[config.mk]
export PLATFORM = sky130hd
export DESIGN_NAME = fifo_wr_arbiter
export DESIGN_NICKNAME = d
export VERILOG_FILES = /design/src/rtl/fifo_wr_arbiter.sv
export SDC_FILE = /design/constraint.sdc
export NUM_CORES = 1
export LEC_CHECK = 0
export BUFFER_PORTS_ARGS = -buffer_cell sky130_fd_sc_hd__buf_2
export CAP_MARGIN = 5
export CORE_AREA = 4 4 57 59
export DETAILED_ROUTE_END_ITERATION = 10
export DIE_AREA = 0 0 61 63
export PLACE_DENSITY_LB_ADDON = 0.2
export SLEW_MARGIN = 0
export SYNTH_ARGS = -nofsm -noshare
export SYNTH_HDL_FRONTEND = slang
export SYNTH_SLANG_ARGS = --single-unit
[constraint.sdc]
create_clock -name clk -period 2.7 [get_ports clk]
set_input_delay 0.54 -clock clk [delete_from_list [all_inputs] [get_ports clk]]
set_output_delay 0.54 -clock clk [all_outputs]
set_load 0.005 [all_outputs]
[src/rtl/fifo_wr_arbiter.sv]
// Round-robin arbiter that merges nreq requesters onto one FIFO write port.
// It tracks FIFO occupancy with a local credit counter, exposed as level = depth - credits.
module fifo_wr_arbiter #(
  parameter int unsigned nreq  = 4,
  parameter int unsigned width = 8,
  parameter int unsigned depth = 8
) (
  input  logic                   clk,
  input  logic                   rst_n,
  input  logic [nreq-1:0]        req,
  input  logic [nreq*width-1:0]  req_data,
  input  logic                   rd_ok,
  input  logic                   fifo_full,
  output logic [nreq-1:0]        gnt,
  output logic                   fifo_wr,
  output logic [width-1:0]       fifo_data,
  output logic [$clog2(depth):0] level,
  output logic                   stall,
  output logic                   err
);

  localparam int unsigned IW = (nreq > 1) ? $clog2(nreq) : 1;
  localparam int unsigned LW = $clog2(depth) + 1;
  localparam logic [LW-1:0] FULL_LVL = LW'(depth);
  localparam logic [nreq-1:0] ONE_HOT0 = {{(nreq-1){1'b0}}, 1'b1};

  typedef enum logic [1:0] {
    S_IDLE  = 2'd0,
    S_GRANT = 2'd1,
    S_STALL = 2'd2
  } state_t;

  state_t            r_state;
  state_t            w_state_nxt;
  logic [nreq-1:0]   r_gnt;
  logic [nreq-1:0]   w_gnt_nxt;
  logic              r_fifo_wr;
  logic              w_wr_nxt;
  logic [width-1:0]  r_fifo_data;
  logic [width-1:0]  w_data_nxt;
  logic [LW-1:0]     r_level;
  logic [LW-1:0]     w_level_nxt;
  logic [IW-1:0]     r_last;
  logic              r_armed;
  logic              r_err;
  logic              w_err_nxt;
  logic [nreq-1:0]   w_elig;
  logic              w_found;
  logic              w_grant;
  logic              w_rd_valid;
  logic [IW-1:0]     w_win;
  logic [IW-1:0]     w_cand;
  logic [width-1:0]  w_words [nreq];

  // Unpack the flat requester data bus into one word per slot.
  for (genvar g = 0; g < int'(nreq); g++) begin : g_words
    assign w_words[g] = req_data[g*width +: width];
  end

  // Winner search, grant decision, credit and error next-state.
  always_comb begin
    w_elig      = req & ~r_gnt;
    w_found     = 1'b0;
    w_win       = '0;
    w_cand      = '0;
    for (int k = 1; k <= int'(nreq); k++) begin
      w_cand = IW'((int'(r_last) + k) % int'(nreq));
      if (!w_found && w_elig[w_cand]) begin
        w_found = 1'b1;
        w_win   = w_cand;
      end
    end

    // r_armed holds off grants for the first edge after reset release.
    w_grant     = w_found && r_armed && (r_level != FULL_LVL);
    w_state_nxt = S_IDLE;
    w_gnt_nxt   = '0;
    w_wr_nxt    = 1'b0;
    w_data_nxt  = '0;
    if (w_found && r_armed) begin
      if (w_grant) begin
        w_state_nxt = S_GRANT;
        w_gnt_nxt   = ONE_HOT0 << w_win;
        w_wr_nxt    = 1'b1;
        w_data_nxt  = w_words[w_win];
      end else begin
        w_state_nxt = S_STALL;
      end
    end

    // A read at level 0 is an underflow: flagged, and ignored by the counter.
    w_rd_valid  = rd_ok && (r_level != '0);
    w_level_nxt = r_level;
    if (w_grant && !w_rd_valid) begin
      w_level_nxt = r_level + LW'(1);
    end else if (!w_grant && w_rd_valid) begin
      w_level_nxt = r_level - LW'(1);
    end

    w_err_nxt = r_err | (r_fifo_wr & fifo_full) | (rd_ok & (r_level == '0));
  end

  // State, outputs and bookkeeping registers.
  always_ff @(posedge clk or negedge rst_n) begin
    if (!rst_n) begin
      r_state     <= S_IDLE;
      r_gnt       <= '0;
      r_fifo_wr   <= 1'b0;
      r_fifo_data <= '0;
      r_level     <= '0;
      r_last      <= IW'(nreq - 1);
      r_armed     <= 1'b0;
      r_err       <= 1'b0;
    end else begin
      r_state     <= w_state_nxt;
      r_gnt       <= w_gnt_nxt;
      r_fifo_wr   <= w_wr_nxt;
      r_fifo_data <= w_data_nxt;
      r_level     <= w_level_nxt;
      r_armed     <= 1'b1;
      r_err       <= w_err_nxt;
      if (w_grant) begin
        r_last <= w_win;
      end
    end
  end

  assign gnt       = r_gnt;
  assign fifo_wr   = r_fifo_wr;
  assign fifo_data = r_fifo_data;
  assign level     = r_level;
  assign stall     = (r_state == S_STALL);
  assign err       = r_err;

endmodule

; After elaboration in Yosys (flattened, before gate mapping)
; Cells that the tools add are included.
[op_classes]
reduce_logical = 16
mux = 29
n_bitwise = 7
n_lt_le_gt_ge = 5
add_sub_neg = 6
n_eq_ne = 2
shift = 1
[ops]
columns = cell, n
row1 = $mux W8, 4
row2 = $bmux W8 S2, 1
row3 = $mux W4, 4
row4 = $lt A2 B3 Y1 const B, 4
row5 = $mux W2, 6
row6 = $mux W1, 10
row7 = $bmux W1 S2, 4
row8 = $logic_and A1 B1 Y1, 8
row9 = $logic_not A1 Y1, 5
row10 = $add A2 B1 Y2 const B, 2
row11 = $add A2 B2 Y2 const B, 2
row12 = $add A4 B1 Y4 const B, 1
row13 = $and A4 B4 Y4, 1
row14 = $logic_not A4 Y1, 1
row15 = $ne A4 B4 Y1 const B, 1
row16 = $not A4 Y4, 1
row17 = $reduce_bool A4 Y1, 1
row18 = $shl A1 B2 Y4 const A, 1
row19 = $sub A4 B1 Y4 const B, 1
row20 = $ge A3 B3 Y1 const B, 1
row21 = $not A2 Y3, 1
row22 = $and A1 B1 Y1, 2
row23 = $eq A2 B2 Y1 const B, 1
row24 = $or A1 B1 Y1, 2
row25 = $reduce_bool A2 Y1, 1
[word_totals]
regBits = 23
input_bits = 40

; Longest topological paths before layout
[logic_depth]
word_depth = 20
mapped_depth = 11
depth_no_buf = 11

; Worst setup path after synthesis
; Ideal clock, no wire load.
[synth_path]
kind = input port to flip-flop
startpoint = input port req[1]
endpoint = register r_level[3] (netlist: level[3])
setup_time_ps = 128
arrival_time_ps = 2248
path_buffers = 0
path_slack_ps = 325
path_stages = 11
cell_sequence = nand2b_1 and4_1 nor2_1 ha_1 inv_1 ha_1 a21o_1 a21oi_1 xnor2_1 nor2_1 xor2_1
[synth_between]
elab_chain_cells = 18
[synth_rtl]
columns = element, line
row1 = "start, declared", 10  ; input logic [nreq-1:0] req,
row2 = $and A4 B4 Y4 *, 62  ; w_elig = req & ~r_gnt;
row3 = $bmux W1 S2, 68  ; if (!w_found && w_elig[w_cand]) begin
row4 = $mux W1 (implied by the code), 68
row5 = $mux W1, 68
row6 = $logic_not A1 Y1, 68
row7 = $logic_and A1 B1 Y1, 68
row8 = $mux W1, 68
row9 = $logic_not A1 Y1, 68
row10 = [... 2 more ...], --
row11 = $logic_not A1 Y1, 68
row12 = $logic_and A1 B1 Y1, 68
row13 = $mux W1 *, 68
row14 = $logic_and A1 B1 Y1 * (2 in series), 75  ; w_grant = w_found && r_armed && (r_level != FULL_LVL);
row15 = via w_grant, 49  ; logic w_grant;
row16 = $logic_not A1 Y1, 96  ; end else if (!w_grant && w_rd_valid) begin
row17 = $logic_and A1 B1 Y1, 96
row18 = $reduce_bool A2 Y1 (no source line), --
row19 = "end signal, assigned", 119  ; r_level <= w_level_nxt;
row20 = "end, declared", 41  ; logic [LW-1:0] r_level;
; Mark *: on every way through the listed nets, which the timed path passes. The rest lies on a longest branch. The select of a mux whose other input is x is not followed.
; A chain may end at the register's enable or synchronous reset.

; Worst setup path after layout
[layout_path]
startpoint = register r_level[0] (netlist: level[0])
endpoint = register r_level[3] (netlist: level[3])
[layout_between]
elab_chain_cells = 5
[layout_rtl]
columns = element, line
row1 = $ne A4 B4 Y1 *, 75
row2 = $logic_and A1 B1 Y1 *, 75
row3 = via w_grant, 49
row4 = $logic_not A1 Y1, 96
row5 = $logic_and A1 B1 Y1, 96
row6 = $reduce_bool A2 Y1 (no source line), --
; Marks and branches as above.

==> metrics.cfg <==
[placement]
hpwl_um=2300
gp_congestion=0.7937
io_buffers=58

[yosys]
seq_area_frac_synth=0.4717
syn_avg_cell_area_um2=11.27
ys_top_cells_by_area=dfrtp_1, a221oi_1, a22oi_1, dfstp_2, a21oi_1
yosys_warnings=0
synth_nets=148
synth_top_family_by_area=compound AO/OA/AOI/OAI gates
netlist_instances=104
synth-xor-area-share=0.02988
synth.distinct_cells=40
synth_async_sr_flop_share=1.000
synthFlopType=dfrtp_1
yosysTopAreaCell=dfrtp_1
synth_seq_cells=22
synth-compound-area-share=0.2689
synth-edff-count=0
synth-simple-area-share=0.1355
syn-cell-area_um2=1172
synth_fa_ha_area_frac=0.04909
synthMuxAreaShare=0.009605
synth_top_area_share=0.4269

[layout]
multi_input_area_um2=586.8
final_util=0.5642
antenna_cells=0
final_nets=210
seqCellArea_um2=553.0
fillCellCount=251
area_delta_synth_final_pct=30.42
drive_gt1_frac=0.4606

[power]
power.switching_mw=0.6321
leakage_nw=0.7447
p_seq_frac=0.370
switching_share=0.4056
combPwrFrac=0.531
p_int_mw=0.9264
power.density_nw_per_um2=1019
total_power_mw=1.559
power_frac_clock=0.099
peakVddDrop_mv=0.5587

[cts]
clockBufferDepth=2
clock_latency_ps=300
cts-htree-levels=1
cts_tree=done
clock_sinks=22
clockRootBuffer=clkbuf_4
post_cts_buffers=0
holdBufCountCts=0
numCtsBuffers=3
clkTransAtPathRegs_ps=120

[run]
max_cap_viol_count=0

[worst_setup_path]
cp-start-kind=flip-flop
setup.worst_path.end_class=flip-flop
r2r-start=level[0]
crit_type=flip-flop to flip-flop
worstPathMaxFanout=6
worstPathRequired_ps=2900
worst-endpoint-arrival_ps=2700
crit_start=level[0]

[sta]
drv_slew=0
setup_viol=0
hold_viol=0
tns_ps=0
worstMarginPinSlew_ps=650.0
rsz0062_at_grt=no
fmax_ghz=0.3990
fin_crit_sh=0.9283
slew_headroom=0.5653
layout_min_cycle_time_ps=2506
skew_ps=6.088

[detailed_routing]
avgRoutedWirePerCell_um=14.23
wirelength_um=2789
via_per_inst=5.362
num_vias=1051
drc=0
drt-initial-drc-count=25
firstDrtPassIters=3
antenna_left=0

[floorplanning]
coreArea_um2=2710
die_w_um=61
die_y_um=63
dieArea_um2=3843
std_cell_rows=19
num_io_pins=59
initial_core_util=0.4326

[outcome]
status=complete, no violations

[global_route]
grt_pass1_vias=1069
overflow=0
grt_pass1_wl_um=4664
grt.total_usage=0.1597
antenna_found_initial=0
grt_max_degree=23

[hold_path]
hold_path_class=primary input to asynchronous set/reset pin

-- cells in the final DEF, fill, tap and decap left out, types with 2 or more instances in the layout --
cell type,n
a21oi_1,8
a221oi_1,8
a22oi_1,8
and2_1,2
buf_2,58
buf_4,3
clkbuf_4,3
dfrtp_1,20
dfstp_2,2
ha_1,3
inv_1,3
nand2_1,3
nand2b_1,5
nor2_1,5
nor2b_1,4
o21ai_0,3
xnor2_1,3
-- per-layer routing --
metal	track usage	part of all wire
met3	0.04339	0.096
met4	0.04878	0.0082
met5	0	0
met1	0.1864	0.41
met2	0.2754	0.49
-- power by group through the flow --
stage	logic, mW	clock network (mW)	registers, mW
after floorplan	0.565	0	0.578
after global placement	0.808	0	0.573
after detailed placement	0.839	0	0.580
after CTS	0.840	0.162	0.575
after global routing	0.933	0.175	0.597
final	0.828	0.154	0.577
-- kinds of logic after synthesis --
family,Yosys count
flip-flops,22
buffers and inverters,7
other,1
AO/OA/AOI/OAI,39
multiplexers,1
adder cells (fa/ha/maj),4
XOR/XNOR,4
AND/OR/NAND/NOR,26
-- synth_stat cells (2+ instances only) --
cell type  instances
a21oi_1            8
a221oi_1           8
a22oi_1            8
and2_1             2
clkbuf_1           2
dfrtp_1           20
dfstp_2            2
ha_1               3
inv_1              3
nand2_1            3
nand2b_1           5
nor2_1             5
nor2b_1            4
o21ai_0            3
xnor2_1            3
-- cell type report --
type                    count  share of cell area
well taps                  31             0.02537
clock buffers               4             0.01718
flip-flops and latches     22              0.3617
repair buffers             61              0.2046
inverters                   3            0.007365
multi-input cells          75              0.3838
-- worst max-delay path, stage by stage, from the launching register on --
cell     delay, ps
dfrtp_1        490
nor3_2         280
a21bo_2        220
nor2_1          70
ha_1           230
inv_1          130
ha_1           250
a21o_1         170
a21oi_1        190
xnor2_1        160
nor2_1          70
xor2_1         140
-- worst paths after layout --
path	to	slack [ps]	cells after the start
max in group asynchronous	r_last[1]	2170	1
worst max register to register	level[3]	190	11
worst min register to register	err	500	1
min in group clk	err	470	2
worst max-delay path	level[3]	190	11
worst min-delay path	level[3]	170	1
-- sequential cells by signal (all words and copies together) (netlist names) --
name and count:
r_state 1, gnt 4, fifo_wr 1, level 4, r_last 2, r_armed 1
err 1, fifo_data 8
-- what timing repair did --
action / in CTS / in global routing
hold endpoints to repair: 0 / 0
setup endpoints to repair: 0 / 1
resized for setup: 0 / 1
-- through the flow --
| stage | setup slack, ps | hold slack, ps | cell area [um^2] | instances |
|---|---|---|---|---|
| CTS | 99.40 | 185.3 | 1524 | 196 |
| finish | 193.5 | 170.8 | 1529 | 196 |
| floorplan | 324.8 | 244.4 | 1172 | 104 |
| global placement | 260.2 | 463.2 | 1498 | 192 |
| global route | 16.05 | 200.4 | 1529 | 196 |
| detailed placement | 117.4 | 470.4 | 1498 | 192 |
Power figures use the tool's default switching activity.
